`src/rtl/gesture_issuer.sv`:
```
// Round sequencer for the score grader: countdown, gesture latch, start strobe, win check.
// All outputs are registered and cleared asynchronously by sw2.
module gesture_issuer #(
    parameter int unsigned BEAT_CYCLES  = 50_000_000,
    parameter int unsigned PULSE_CYCLES = 2,
    parameter int unsigned WIN_SCORE    = 3
) (
    input  logic       clk,
    input  logic       sw2,
    input  logic       go,
    input  logic [2:0] btn_left,
    input  logic [2:0] btn_right,
    input  logic [2:0] a_score,
    input  logic [2:0] b_score,
    output logic [2:0] left,
    output logic [2:0] right,
    output logic       start_pulse,
    output logic [1:0] beat,
    output logic       busy,
    output logic       match_over
);

    localparam int unsigned BW = (BEAT_CYCLES > 1) ? $clog2(BEAT_CYCLES) : 1;
    localparam int unsigned PW = (PULSE_CYCLES > 1) ? $clog2(PULSE_CYCLES) : 1;
    localparam logic [BW-1:0] BEAT_LAST  = BW'(BEAT_CYCLES - 1);
    localparam logic [PW-1:0] PULSE_LAST = PW'(PULSE_CYCLES - 1);
    localparam logic [2:0]    WIN        = 3'(WIN_SCORE);

    typedef enum logic [2:0] {
        StIdle,
        StCount,
        StSetup,
        StPulse,
        StSettle,
        StDone
    } state_e;

    state_e        state;
    logic [BW-1:0] beat_cnt;
    logic [PW-1:0] pulse_cnt;
    logic          go_d;
    logic          go_edge;

    assign go_edge = go & ~go_d;

    // Anything other than a single pressed button counts as no show.
    function automatic logic [2:0] sanitize(input logic [2:0] b);
        case (b)
            3'b001, 3'b010, 3'b100: return b;
            default:                return 3'b000;
        endcase
    endfunction

    always_ff @(posedge clk or posedge sw2) begin
        if (sw2) begin
            state       <= StIdle;
            beat_cnt    <= '0;
            pulse_cnt   <= '0;
            go_d        <= 1'b1;
            left        <= 3'b000;
            right       <= 3'b000;
            start_pulse <= 1'b0;
            beat        <= 2'd0;
            busy        <= 1'b0;
            match_over  <= 1'b0;
        end else begin
            go_d <= go;
            unique case (state)
                StIdle: begin
                    if (go_edge) begin
                        state    <= StCount;
                        beat     <= 2'd3;
                        beat_cnt <= '0;
                        busy     <= 1'b1;
                    end
                end
                StCount: begin
                    if (beat_cnt == BEAT_LAST) begin
                        beat_cnt <= '0;
                        beat     <= beat - 2'd1;
                        if (beat == 2'd1) begin
                            state <= StSetup;
                            left  <= sanitize(btn_left);
                            right <= sanitize(btn_right);
                        end
                    end else begin
                        beat_cnt <= beat_cnt + BW'(1);
                    end
                end
                StSetup: begin
                    state       <= StPulse;
                    start_pulse <= 1'b1;
                    pulse_cnt   <= '0;
                end
                StPulse: begin
                    if (pulse_cnt == PULSE_LAST) begin
                        start_pulse <= 1'b0;
                        state       <= StSettle;
                    end else begin
                        pulse_cnt <= pulse_cnt + PW'(1);
                    end
                end
                StSettle: begin
                    busy <= 1'b0;
                    if (a_score >= WIN || b_score >= WIN) begin
                        state      <= StDone;
                        match_over <= 1'b1;
                    end else begin
                        state <= StIdle;
                    end
                end
                StDone: begin
                end
                default: state <= StIdle;
            endcase
        end
    end

endmodule

```
`config.mk`:
```
export PLATFORM = sky130hd
export DESIGN_NAME = gesture_issuer
export DESIGN_NICKNAME = d
export VERILOG_FILES = /design/src/rtl/gesture_issuer.sv
export SDC_FILE = /design/constraint.sdc
export NUM_CORES = 1
export LEC_CHECK = 0
export ABC_AREA = 0
export ABC_CLOCK_PERIOD_IN_PS = 1760
export CELL_PAD_IN_SITES_DETAIL_PLACEMENT = 1
export CELL_PAD_IN_SITES_GLOBAL_PLACEMENT = 1
export CORE_MARGIN = 2
export CORE_UTILIZATION = 39
export DETAILED_ROUTE_END_ITERATION = 16
export PLACE_DENSITY = 0.8
export RECOVER_POWER = 100
export SKIP_CTS_REPAIR_TIMING = 1
export SLEW_MARGIN = 20
export SYNTH_ARGS = -nofsm -noshare
export SYNTH_HDL_FRONTEND = slang
export SYNTH_SLANG_ARGS = --single-unit
```
`constraint.sdc`:
```
create_clock -name clk -period 1.76 [get_ports clk]
set_input_delay 0.352 -clock clk [delete_from_list [all_inputs] [get_ports clk]]
set_output_delay 0.352 -clock clk [all_outputs]
set_load 0.01 [all_outputs]
```
==> metrics.md <==
| Metric | Value |
|---|---|
| Status | finished, violations left |
| Failing checks | setup timing |
| RSZ-0062 raised after global routing | yes |
| Gate Count Post-Synth | 234 |
| Vias in the first global route | 2278 |
| Clock slew at reported path FFs | 80 ps |
| Min cycle time layout | 2040 ps |
| Final cell count without fillers | 386 |
| Top sig layer | met4 |
| Filler cells | 641 |
| Worst path max stage delay | 420 ps |
| Iter 0 DRT Violations | 95 |
| YS warnings | 0 |
| Ports | 26 |
| Clock Path Buffers | 2 |
| CP max-delay cell | dfrtp_1 |
| Residual DRC count | 0 |
| Worst hold path class | reg -> reg |
| Clock sinks | 42 |
| Worst EP required | 1950 ps |
| Core Box Area | 5850 um2 |
| Synth Area in Compound Gates | 0.153 |
| LEAKAGE | 1.42 nW |
| Cell Pwr Density | 1070 nW/um2 |
| EDFF count, synth | 0 |
| Xor and xnor area share after synthesis | 0.0340 |
| Initial core utilization | 0.397 |
| Asr flop ratio synth | 1.00 |
| Main combinational cell family by area after synthesis | simple AND/OR/NAND/NOR gates |
| Final setup viols | 35 |
| Post-synth top flop | dfrtp_1 |
| Post-Syn Area | 2320 um2 |
| WL/cell | 19.4 um |
| Clock latency on the worst-skew pair | 310 ps |
| Crit path capture type | flip-flop |
| VDD IR-drop max | 534 uV |
| Maximum number of pins on one net before global-route repair | 23 |
| Register area share after synthesis | 0.453 |
| Antenna viol nets, final | 0 |
| Crit-path cells | nor4b_4 > nand4_1 > buf_4 > or3_4 > a21oi_4 > buf_12 > nor2_1 |
| CTS Buf Count | 5 |
| Initial antenna violation count | 0 |
| Die span in x | 81.1 um |
| Final Wtd Congestion | 0.858 |
| Tot GR Track Use | 0.219 |
| Hold Vio Cnt, Final | 0 |
| Hpwl dp | 4850 um |
| Worst Hold Depth | 2 |
| Slew @ Worst Pin | 626 ps |
| P&R area growth vs syn | 44.2% |
| CTS tree | yes |
| Vias/cell | 5.74 |
| Final Cycle Share | 1.16 |
| Synth Area per Inst | 9.92 um2 |
| Row cnt | 28 |
| Clk_skew | 14.0 ps |
| Placed Instances | 374 |
| FF-to-FF path depth | 7 |
| Synth unique cells | 50 |
| DIE AREA | 6580 um2 |
| Commonest non-fill, non-tap cell in the layout | buf_4 |
| Pre-antenna DRT Iters | 4 |
| Layout cells sized above 1 | 0.350 |
| Total gr overflow | 0 |
| Synth Area in Simple Gates | 0.254 |
| Final worst slack | -278 ps |
| Total wire length | 7480 um |
| H-tree depth | 2 |
| Met1 wire length | 2880 um |
| Routed wl met2 | 4080 um |
| First-pass GRT wire length | 11000 um |
| Via count | 2214 |
| Final core occ | 0.572 |
| Flop-to-flop setup slack | -280 ps |
| Adder-Cell Fraction of Synth Area | 0.0108 |
| Worst setup SP type | flip-flop |
| DIE HEIGHT | 81.1 um |
| Maxcap violations | 0 |
| Max Freq | 491 MHz |
| Post-synthesis mux area share | 0.0566 |
| Most frequent cells in the layout | buf_4 (44), dfrtp_1 (41), nand2_1 (16) |
| Critical path class | reg -> reg |
| Fin. max-slew vios | 0 |
| Synth Register Bits | 42 |
| Inserted Diodes | 0 |
| Net Count, Synth | 251 |
| Fin nets | 327 |
| Met3 routed WL | 314 um |
| CTS Root Cell | clkbuf_8 |
| IO Port Bufs | 25 |
| Max_slew headroom | 0.583 |
| Hold WS | 465 ps |
| Critical Path AT | 2230 ps |
| Critical Path Fanout Max | 7 |
[critical path, delay by kind of cell, from the launching register on]
family,cells,cell delay (ps)
AOI/OAI and AO/OA,1,190
and+or+nand+nor,4,970
DFF,1,420
buffers and inverters,2,340
[flip-flops by register name (all words and copies together), names as in the netlist]
register and flops:
right 3, beat_cnt 26, match_over 1, beat 2
busy 1, start_pulse 1, go_d 1, pulse_cnt 1
state 3, left 3
[path summary, 6_finish.rpt]
check / startpoint / end
worst max-delay path: beat_cnt[16] / beat_cnt[21]
worst min-delay path: match_over / match_over
worst max register to register: beat_cnt[16] / beat_cnt[21]
worst min register to register: match_over / match_over
max in group asynchronous: sw2 / beat_cnt[11]
min in group asynchronous: sw2 / right[0]
[metal layers]
layer / vias to the layer above / GRT usage
li1: 1017 / -
met1: 1113 / 0.248
met2: 61 / 0.409
met3: 23 / 0.0444
met4: 0 / 0.0729
met5: - / 0
[Yosys cell counts (all sizes together), types with 2 or more instances]
cell type  number  area (um2)
ha              2        25.0
nor2           15        56.3
o31a            2        18.8
nand3b          3        22.5
nand2          18        67.6
a22o            5        45.0
nor2b           3        21.3
mux2            9         101
o21ai          12        60.1
nand4           7        43.8
inv             6        22.5
a21oi          18         101
and3            4        27.5
o21a            2        15.0
nand3          13        75.1
clkbuf          5        18.8
nor3            6        30.0
o2111ai         2        17.5
mux2i           3        30.0
and4            2        17.5
dfrtp          41        1030
xnor2           6        52.6
xor2            3        26.3
nor4b           2        23.8
buf             7        46.3
nor3b           7        52.6
nand2b          5        31.3
nor4            5        76.3
a31oi           8        50.1
or3             4        30.0
[power by group]
| part | switching (mW) | internal (mW) | total [mW] |
|---|---|---|---|
| combinational | 0.823 | 0.767 | 1.59 |
| sequential | 0.162 | 1.15 | 1.31 |
| clock | 0.354 | 0.317 | 0.671 |
[kinds of logic after synthesis]
logic type / Yosys count
flops: 42
xor+xnor: 9
simple gates: 96
compound gates: 55
fa+ha+maj: 2
buf+inv: 18
mux: 12
[metrics by stage]
step / cell area (um2) / worst slack, ps / TNS, ps / total power, mW
6_report: 3350 / -278 / -6110 / 3.57
5_1_grt: 3350 / -336 / -7480 / 3.78
4_1_cts: 3150 / -403 / -10420 / 3.36
3_5_place_dp: 3060 / -241 / -3930 / 2.67
3_3_place_gp: 3060 / -190 / -2360 / 2.58
2_1_floorplan: 2350 / 7.26 / 0 / 2.00
[cell type report]
type	instances	area, um2	share of cell area
clock buffer	7	86.3	0.0258
sequential	42	1050	0.315
tap	75	93.8	0.0280
inverter	6	22.5	0.00673
multi-input combinational	174	1350	0.402
timing repair buffer	81	741	0.221
clock inverter	1	5.00	0.00150
Note: power is estimated with default switching activity, not from simulation.
